`src/rtl/l1i_loader_if.sv`:
```
// Fill-port bundle between the host byte stream, the loader and the i-cache write port.
// The master drives the byte stream; the loader (slave) drives the cache write and status signals.
interface l1i_loader_if #(
    parameter int ADDR_WIDTH  = 16,
    parameter int INSTR_WIDTH = 60
);
    logic [7:0]             rxData_i;
    logic                   rxValid_i;
    logic                   rxReady_o;
    logic                   writeEnable_o;
    logic [ADDR_WIDTH-1:0]  writeAddress_o;
    logic [INSTR_WIDTH-1:0] instruction_o;
    logic                   coreReset_o;
    logic                   done_o;
    logic                   error_o;

    modport master (
        output rxData_i, rxValid_i,
        input  rxReady_o, writeEnable_o, writeAddress_o, instruction_o,
        input  coreReset_o, done_o, error_o
    );

    modport slave (
        input  rxData_i, rxValid_i,
        output rxReady_o, writeEnable_o, writeAddress_o, instruction_o,
        output coreReset_o, done_o, error_o
    );
endinterface

```
`src/rtl/l1i_loader.sv`:
```
// Assembles a checksummed byte-stream image into 60-bit bundles, writes them into the
// i-cache and releases the fetch pipeline from reset once the whole image checks out.
module l1i_loader #(
    parameter int ADDR_WIDTH        = 16,
    parameter int INSTR_WIDTH       = 60,
    parameter int BYTES_PER_BUNDLE  = 8,
    parameter int NUM_CACHE_ENTRIES = 1000
) (
    input  logic          clock_i,
    input  logic          reset_i,
    l1i_loader_if.slave   bus
);
    // state | meaning
    // HDR   | shifting in addr/count header bytes
    // CHECK | range check on addr+count
    // DATA  | shifting in bundle bytes
    // WRITE | one-cycle cache write strobe
    // SUM   | comparing the checksum byte
    // DONE  | image good, core released
    // ERR   | sticky error, bytes discarded
    typedef enum logic [2:0] {HDR, CHECK, DATA, WRITE, SUM, DONE, ERR} state_t;

    localparam int ASM_WIDTH = INSTR_WIDTH - 8;
    localparam logic [2:0] LAST_DATA_BYTE = 3'(BYTES_PER_BUNDLE - 1);
    localparam logic [16:0] LIMIT = 17'(NUM_CACHE_ENTRIES);

    state_t                 state_q;
    logic [31:0]            hdr_q;
    logic [ASM_WIDTH-1:0]   asm_q;
    logic [7:0]             sum_q;
    logic [2:0]             byte_cnt_q;
    logic [ADDR_WIDTH-1:0]  ptr_q;
    logic [15:0]            remain_q;
    logic                   rdy_q;
    logic                   we_q;
    logic [ADDR_WIDTH-1:0]  waddr_q;
    logic [INSTR_WIDTH-1:0] instr_q;
    logic                   core_rst_q;
    logic                   done_q;
    logic                   err_q;

    logic        xfer;
    logic [15:0] hdr_addr;
    logic [15:0] hdr_count;
    logic [16:0] range_end;

    always_comb begin
        xfer      = bus.rxValid_i & rdy_q;
        hdr_addr  = hdr_q[31:16];
        hdr_count = hdr_q[15:0];
        range_end = {1'b0, hdr_addr} + {1'b0, hdr_count};
    end

    always_ff @(posedge clock_i) begin
        if (reset_i) begin
            state_q    <= HDR;
            hdr_q      <= '0;
            asm_q      <= '0;
            sum_q      <= '0;
            byte_cnt_q <= '0;
            ptr_q      <= '0;
            remain_q   <= '0;
            rdy_q      <= 1'b0;
            we_q       <= 1'b0;
            waddr_q    <= '0;
            instr_q    <= '0;
            core_rst_q <= 1'b1;
            done_q     <= 1'b0;
            err_q      <= 1'b0;
        end else begin
            we_q  <= 1'b0;
            rdy_q <= 1'b1;
            unique case (state_q)
                HDR: begin
                    if (xfer) begin
                        hdr_q <= {hdr_q[23:0], bus.rxData_i};
                        sum_q <= sum_q ^ bus.rxData_i;
                        if (byte_cnt_q == 3'd3) begin
                            byte_cnt_q <= '0;
                            state_q    <= CHECK;
                            rdy_q      <= 1'b0;
                        end else begin
                            byte_cnt_q <= byte_cnt_q + 3'd1;
                        end
                    end
                end
                CHECK: begin
                    if (range_end > LIMIT) begin
                        state_q <= ERR;
                        err_q   <= 1'b1;
                    end else if (hdr_count == 16'd0) begin
                        state_q <= SUM;
                    end else begin
                        ptr_q    <= hdr_addr[ADDR_WIDTH-1:0];
                        remain_q <= hdr_count;
                        state_q  <= DATA;
                    end
                end
                DATA: begin
                    if (xfer) begin
                        asm_q <= {asm_q[ASM_WIDTH-9:0], bus.rxData_i};
                        sum_q <= sum_q ^ bus.rxData_i;
                        if (byte_cnt_q == LAST_DATA_BYTE) begin
                            // Outputs are registered, so the strobe is raised on entry to WRITE.
                            byte_cnt_q <= '0;
                            state_q    <= WRITE;
                            rdy_q      <= 1'b0;
                            we_q       <= 1'b1;
                            waddr_q    <= ptr_q;
                            instr_q    <= {asm_q, bus.rxData_i};
                        end else begin
                            byte_cnt_q <= byte_cnt_q + 3'd1;
                        end
                    end
                end
                WRITE: begin
                    ptr_q    <= ptr_q + 1'b1;
                    remain_q <= remain_q - 16'd1;
                    state_q  <= (remain_q == 16'd1) ? SUM : DATA;
                end
                SUM: begin
                    if (xfer) begin
                        if (bus.rxData_i == sum_q) begin
                            state_q    <= DONE;
                            done_q     <= 1'b1;
                            core_rst_q <= 1'b0;
                        end else begin
                            state_q <= ERR;
                            err_q   <= 1'b1;
                        end
                    end
                end
                DONE: begin
                    if (xfer) begin
                        // This byte is header byte 0 of the next frame.
                        hdr_q      <= {hdr_q[23:0], bus.rxData_i};
                        sum_q      <= bus.rxData_i;
                        byte_cnt_q <= 3'd1;
                        state_q    <= HDR;
                        core_rst_q <= 1'b1;
                        done_q     <= 1'b0;
                    end
                end
                ERR: begin
                    err_q <= 1'b1;
                end
                default: begin
                    state_q <= ERR;
                    err_q   <= 1'b1;
                end
            endcase
        end
    end

    assign bus.rxReady_o      = rdy_q;
    assign bus.writeEnable_o  = we_q;
    assign bus.writeAddress_o = waddr_q;
    assign bus.instruction_o  = instr_q;
    assign bus.coreReset_o    = core_rst_q;
    assign bus.done_o         = done_q;
    assign bus.error_o        = err_q;
endmodule

```
`src/flat_wrapper.sv`:
```
// flat-port wrapper written by rule: the top's interface ports become plain ports
module l1i_loader_flat 
#(
    parameter int ADDR_WIDTH        = 16,
    parameter int INSTR_WIDTH       = 60,
    parameter int BYTES_PER_BUNDLE  = 8,
    parameter int NUM_CACHE_ENTRIES = 1000
)
  (clock_i, reset_i, bus_rxData_i, bus_rxValid_i, bus_rxReady_o, bus_writeEnable_o, bus_writeAddress_o, bus_instruction_o, bus_coreReset_o, bus_done_o, bus_error_o);
  l1i_loader_if #(.ADDR_WIDTH(ADDR_WIDTH), .INSTR_WIDTH(INSTR_WIDTH)) bus_i ();
  input  logic clock_i;
  input  logic reset_i;
  input wire logic [$bits(bus_i.rxData_i)-1:0] bus_rxData_i;
  input wire logic [$bits(bus_i.rxValid_i)-1:0] bus_rxValid_i;
  output wire logic [$bits(bus_i.rxReady_o)-1:0] bus_rxReady_o;
  output wire logic [$bits(bus_i.writeEnable_o)-1:0] bus_writeEnable_o;
  output wire logic [$bits(bus_i.writeAddress_o)-1:0] bus_writeAddress_o;
  output wire logic [$bits(bus_i.instruction_o)-1:0] bus_instruction_o;
  output wire logic [$bits(bus_i.coreReset_o)-1:0] bus_coreReset_o;
  output wire logic [$bits(bus_i.done_o)-1:0] bus_done_o;
  output wire logic [$bits(bus_i.error_o)-1:0] bus_error_o;
  assign bus_i.rxData_i = bus_rxData_i;
  assign bus_i.rxValid_i = bus_rxValid_i;
  assign bus_rxReady_o = bus_i.rxReady_o;
  assign bus_writeEnable_o = bus_i.writeEnable_o;
  assign bus_writeAddress_o = bus_i.writeAddress_o;
  assign bus_instruction_o = bus_i.instruction_o;
  assign bus_coreReset_o = bus_i.coreReset_o;
  assign bus_done_o = bus_i.done_o;
  assign bus_error_o = bus_i.error_o;
  l1i_loader #(.ADDR_WIDTH(ADDR_WIDTH), .INSTR_WIDTH(INSTR_WIDTH), .BYTES_PER_BUNDLE(BYTES_PER_BUNDLE), .NUM_CACHE_ENTRIES(NUM_CACHE_ENTRIES)) u_core (.clock_i(clock_i), .reset_i(reset_i), .bus(bus_i));
endmodule
```
`config.mk`:
```
export PLATFORM = sky130hd
export DESIGN_NAME = l1i_loader_flat
export DESIGN_NICKNAME = d
export VERILOG_FILES = /design/src/rtl/l1i_loader_if.sv /design/src/rtl/l1i_loader.sv /design/src/flat_wrapper.sv
export SDC_FILE = /design/constraint.sdc
export NUM_CORES = 1
export LEC_CHECK = 0
export CAP_MARGIN = 10
export CORE_MARGIN = 4
export CORE_UTILIZATION = 45
export DETAILED_ROUTE_END_ITERATION = 10
export PLACE_DENSITY = 0.65
export SETUP_SLACK_MARGIN = 0.5
export SYNTH_ARGS = -nofsm -noshare
export SYNTH_HDL_FRONTEND = slang
export SYNTH_SLANG_ARGS = --single-unit
```
`constraint.sdc`:
```
create_clock -name clock_i -period 9.88 [get_ports clock_i]
set_input_delay 1.482 -clock clock_i [delete_from_list [all_inputs] [get_ports clock_i]]
set_output_delay 1.482 -clock clock_i [all_outputs]
set_load 0.03 [all_outputs]
```
## Yosys cells after proc, flatten, opt, wreduce, memory -nomap -nowiden

Cells that the tools add are included.

- Flip-flop bits (word level): 211
- Output and inout port bits: 81

- Add/sub/neg operators: 4
- Order comparisons: 1
- Equality and inequality tests: 22
- Multiplexer cells: 44
- Bitwise operators: 6
- Reduce and logical (&&, ||, !) cells: 19

Operator list:

| cell | number |
|---|---|
| 16-bit 2-to-1 mux | 4 |
| 16-bit one-hot mux with 2 select lines | 2 |
| 3-bit 2-to-1 mux | 14 |
| 3-bit one-hot mux with 7 select lines | 1 |
| 2-bit by 1-bit != test with 1-bit output (second input constant) | 9 |
| 16-bit by 16-bit adder with 17-bit output | 1 |
| 17-bit by 10-bit > comparator with 1-bit output (second input constant) | 1 |
| 16-bit by 1-bit adder with 16-bit output (second input constant) | 1 |
| 16-bit by 1-bit == test with 1-bit output (second input constant) | 1 |
| 16-bit logical NOT | 1 |
| 8-bit 2-to-1 mux | 2 |
| 8-bit one-hot mux with 2 select lines | 1 |
| 16-bit by 1-bit subtractor with 16-bit output (second input constant) | 1 |
| 1-bit 2-to-1 mux | 14 |
| 3-bit == test (second input constant) | 4 |
| 4-bit AND reduction | 3 |
| 3-bit by 2-bit == test with 1-bit output (second input constant) | 3 |
| 3-bit one-hot mux with 3 select lines | 1 |
| 3-bit AND reduction | 3 |
| 8-bit == test | 1 |
| 8-bit bitwise XOR | 1 |
| 7-bit AND reduction | 1 |
| 2-bit != test (second input constant) | 3 |
| 1-bit one-hot mux with 2 select lines | 3 |
| other kinds (13) | 20 |

## Logic depth before layout (Yosys ltp)

- Depth after elaboration: 4
- Gate-level depth with buffers: 12
- Mapped depth without buffers: 11

## Worst setup path before layout

Ideal clock, no wire load.

- Kind: register -> register
- Start: reg u_core.hdr_q[0]
- End: reg u_core.remain_q[6]
- Library setup time: 0.074 ns
- Arrival: 3.255 ns
- Slack: 6.551 ns
- Stages on the path, launching flop included: 12
- Path buffers: 0
- Cell sequence: dfxtp_1 ha_1 fa_1 a211oi_1 o31a_1 or3_1 o21ai_1 or4b_4 nor3b_4 nand3_4 or4b_1 a31oi_1

- Cells in the longest elaborated chain, start to end: 4

Ends and longest elaborated chain:

| element | line | text |
|---|---|---|
| from (decl) | l1i_loader.sv:28 | `logic [31:0] hdr_q;` |
| from (signal assigned) | l1i_loader.sv:76 | `hdr_q <= {hdr_q[23:0], bus.rxData_i};` |
| from (signal assigned) | l1i_loader.sv:136 | `hdr_q <= {hdr_q[23:0], bus.rxData_i};` |
| 16-bit by 16-bit adder with 17-bit output | l1i_loader.sv:51 | `range_end = {1'b0, hdr_addr} + {1'b0, hdr_count};` |
| 17-bit by 10-bit > comparator with 1-bit output | l1i_loader.sv:88 | `if (range_end > LIMIT) begin` |
| 2-bit != test (no line) | n/a |  |
| 3-bit AND reduction (no line) (*) | n/a |  |
| to (signal assigned) | l1i_loader.sv:95 | `remain_q <= hdr_count;` |
| to (signal assigned) | l1i_loader.sv:118 | `remain_q <= remain_q - 16'd1;` |
| to (decl) | l1i_loader.sv:33 | `logic [15:0] remain_q;` |

Every way passes the cells marked *; elsewhere a longest branch is shown, timed or not.
A chain may end at the register's enable or synchronous reset.

## Worst setup path in the final report

- Start: reg u_core.hdr_q[0]
- End: reg u_core.ptr_q[6]

- Cells in the longest elaborated chain, start to end: 4

Ends and longest elaborated chain:

| element | line | text |
|---|---|---|
| 16-bit by 16-bit adder with 17-bit output | l1i_loader.sv:51 |  |
| 17-bit by 10-bit > comparator with 1-bit output | l1i_loader.sv:88 |  |
| 2-bit != test (no line) | n/a |  |
| 3-bit AND reduction (no line) (*) | n/a |  |
| to (signal assigned) | l1i_loader.sv:94 | `ptr_q <= hdr_addr[ADDR_WIDTH-1:0];` |
| to (signal assigned) | l1i_loader.sv:117 | `ptr_q <= ptr_q + 1'b1;` |
| to (decl) | l1i_loader.sv:32 | `logic [ADDR_WIDTH-1:0] ptr_q;` |

Marks and branches as above.

==> flow_metrics.py <==
metrics = {
    "cells_and_area": {
        "seq_area_um2": 4220,
        "final_util_pct": 54.8,
        "fillCellCount": 1946,
        "design_area_um2": 11100,
        "nets": 1299,
        "final_cells": 1551,
        "final_cell_mix": "nand2_1 (378), dfxtp_1 (211), a21oi_1 (209), clkdlybuf4s50_1 (90), nor2_1 (49)",
        "syn_to_final_growth_pct": 20.1,
        "multi_input_area_um2": 4680,
        "drive_gt1_share_pct": 5.23,
        "final_common_cell": "nand2_1",
        "antenna_cells": 0,
    },
    "floorplanning": {
        "core_um2": 20200,
        "die_h_um": 151,
        "dieArea_um2": 22900,
        "die_x_um": 151,
        "ios": 92,
        "rows": 52,
        "start_util_pct": 45.7,
    },
    "timing": {
        "clock_skew_ns": 0.00715,
        "timing.final.crit_share_pct": 42.3,
        "fin_setup_tns_ns": 0,
        "worst_pin_slew_ns": 1.10,
        "maxSlewViolCount": 0,
        "hold_viol_final": 0,
        "fmax_ghz": 0.239,
        "rsz0062_at_grt": "no",
        "min_period_ns": 4.18,
        "setup_viol": 0,
        "slew_headroom_pct": 26.5,
    },
    "routing": {
        "ant_nets": 0,
        "drt_iter0_markers": 713,
        "wl_per_cell_um": 15.5,
        "drc": 0,
        "vias": 8580,
        "viasPerCell": 5.53,
        "routed_wl_um": 24100,
        "drtPass1Iterations": 5,
    },
    "yosys": {
        "yosys.area.top_type_share_pct": 45.7,
        "async_flop_share_pct": 0,
        "ys_ff_latch": 211,
        "ys_types": 65,
        "synth_warnings": 0,
        "netlist_area_um2": 9240,
        "synthTopCellsByArea": "dfxtp_1 (46%), nand2_1 (15%), a21oi_1 (11%)",
        "synthesis.instances": 1210,
        "synthesis.nets": 1245,
        "syn-mean-instance-area_um2": 7.63,
        "synthFlopType": "dfxtp_1",
        "synth_edf_count": 0,
        "yosysTopAreaCell": "dfxtp_1",
        "ys_seq_area_share_pct": 45.7,
    },
    "grt": {
        "overflow": 0,
        "grt_pass1_vias": 7770,
        "grt_usage_pct": 20.8,
        "grt_pass1_wl_um": 39400,
        "grt_max_degree": 96,
        "antenna_found_initial": 0,
    },
    "clocking": {
        "clk_pin_slew_worst_paths_ns": 0.06,
        "cts_sinks": 211,
        "htreeDepth": 1,
        "clk_path_buf_depth": 3,
        "ctsResizeCount": 0,
        "post_cts_buffers": 0,
        "cts_buffers": 24,
        "cts_tree": "yes",
        "clk_latency_ns": 0.52,
        "hold_buffers": 0,
        "root_buffer": "clkbuf_16",
    },
    "critical_path": {
        "path_max_fanout": 20,
        "end_kind": "register",
        "crit_arrival_ns": 4.60,
        "start_kind": "register",
        "cp.required_ns": 10.30,
        "setup.worst_path.class": "register to register",
    },
    "worst_hold_path": {
        "hold_path.class": "register to register",
    },
    "job": {
        "cap_violations": 0,
    },
    "place": {
        "port_buffers": 91,
        "gp_congestion": 0.861,
        "dpl.hpwl_um": 15600,
        "post_dp_cell_area_um2": 10300,
        "dpl.cell_count": 1508,
    },
    "run_status": {
        "status": "complete, no violations",
    },
    "power": {
        "power_density_nw_per_um2": 164,
        "p_leak_nw": 3.76,
        "peakVddDrop_uv": 112,
    },
}
## worst max-delay path, stage by stage (launching register included)
cell	delay [ns]
dfxtp_1	0.35
ha_1	0.24
fa_1	0.40
a211oi_1	0.30
o31a_1	0.30
nor3_1	0.10
or4_1	0.40
a32o_1	0.27
nand4bb_1	0.24
o21ai_0	0.39
nand3_1	0.69
o22ai_1	0.39
## where the power goes
group	leakage (nW)	switching [mW]	total, mW	internal (mW)
logic	1.68	0.0562	0.0837	0.0276
registers	1.70	0.00973	0.867	0.858
clock network	0.386	0.352	0.871	0.518
## through the flow
stage	worst slack (ns)	hold slack, ns	power (mW)
5_1_grt	5.31	0.467	1.88
4_1_cts	5.70	0.454	1.84
3_5_place_dp	5.58	0.447	0.969
6_report	5.70	0.451	1.82
2_1_floorplan	6.55	0.432	0.943
3_3_place_gp	5.63	0.440	0.969
## logic make-up after synthesis
family          after synthesis  share of synthesized area [%]
compound gates              348                           21.8
xor+xnor                     16                           1.52
fa+ha+maj                    24                           3.33
buf+inv                      93                           3.82
flops                       211                           45.7
mux                           6                          0.650
simple gates                512                           23.1
## final timing paths
kind | slack [ns] | endpoint | from | cells after the start
setup / recovery | 5.70 | u_core.ptr_q[6]$_SDFFE_PP0P_ | u_core.hdr_q[0]$_SDFFE_PP0P_ | 11
hold / removal | 0.45 | u_core.bus.writeAddress_o[7]$_SDFFE_PP0P_ | u_core.bus.writeAddress_o[7]$_SDFFE_PP0P_ | 2
setup reg to reg | 5.70 | u_core.ptr_q[6]$_SDFFE_PP0P_ | u_core.hdr_q[0]$_SDFFE_PP0P_ | 11
hold reg to reg | 0.45 | u_core.bus.writeAddress_o[7]$_SDFFE_PP0P_ | u_core.bus.writeAddress_o[7]$_SDFFE_PP0P_ | 2
## sequential cells by signal, summed over array words and instances (netlist names)
signal                     cells
u_core.hdr_q                  32
u_core.state_q                 3
u_core.byte_cnt_q              3
u_core.bus.coreReset_o         1
u_core.bus.done_o              1
u_core.sum_q                   8
u_core.bus.error_o             1
u_core.bus.writeAddress_o     16
u_core.asm_q                  52
u_core.bus.instruction_o      60
u_core.remain_q               16
u_core.ptr_q                  16
u_core.bus.writeEnable_o       1
u_core.bus.rxReady_o           1
## synthesized netlist by cell type (all sizes together), types with 9 or more instances
cell / instances
nand2: 379
a21oi: 211
dfxtp: 211
clkbuf: 69
nor2: 50
o21ai: 40
ha: 23
o22ai: 23
nand3: 21
inv: 19
o211ai: 12
xor2: 11
a211oi: 10
nand4: 10
nor4: 10
nor3: 9
or3: 9
## routing by layer
layer  vias to the layer above  GRT usage (%)  part of all wire (%)
met2                       268           31.4                    44
met1                      3996           31.2                    48
li1                       4282              -                     -
met3                        34           2.87                   6.7
met5                         -              0                     0
met4                         0           5.35                   1.8
## cell type report
| cell class | count | area share [%] |
|---|---|---|
| clock buffers | 35 | 6.33 |
| clock inverters | 8 | 0.711 |
| inverters | 19 | 0.643 |
| multi-input cells | 906 | 42.2 |
| flip-flops and latches | 211 | 38.1 |
| well taps | 270 | 3.05 |
| repair buffers | 102 | 8.97 |
Power figures use the tool's default switching activity.
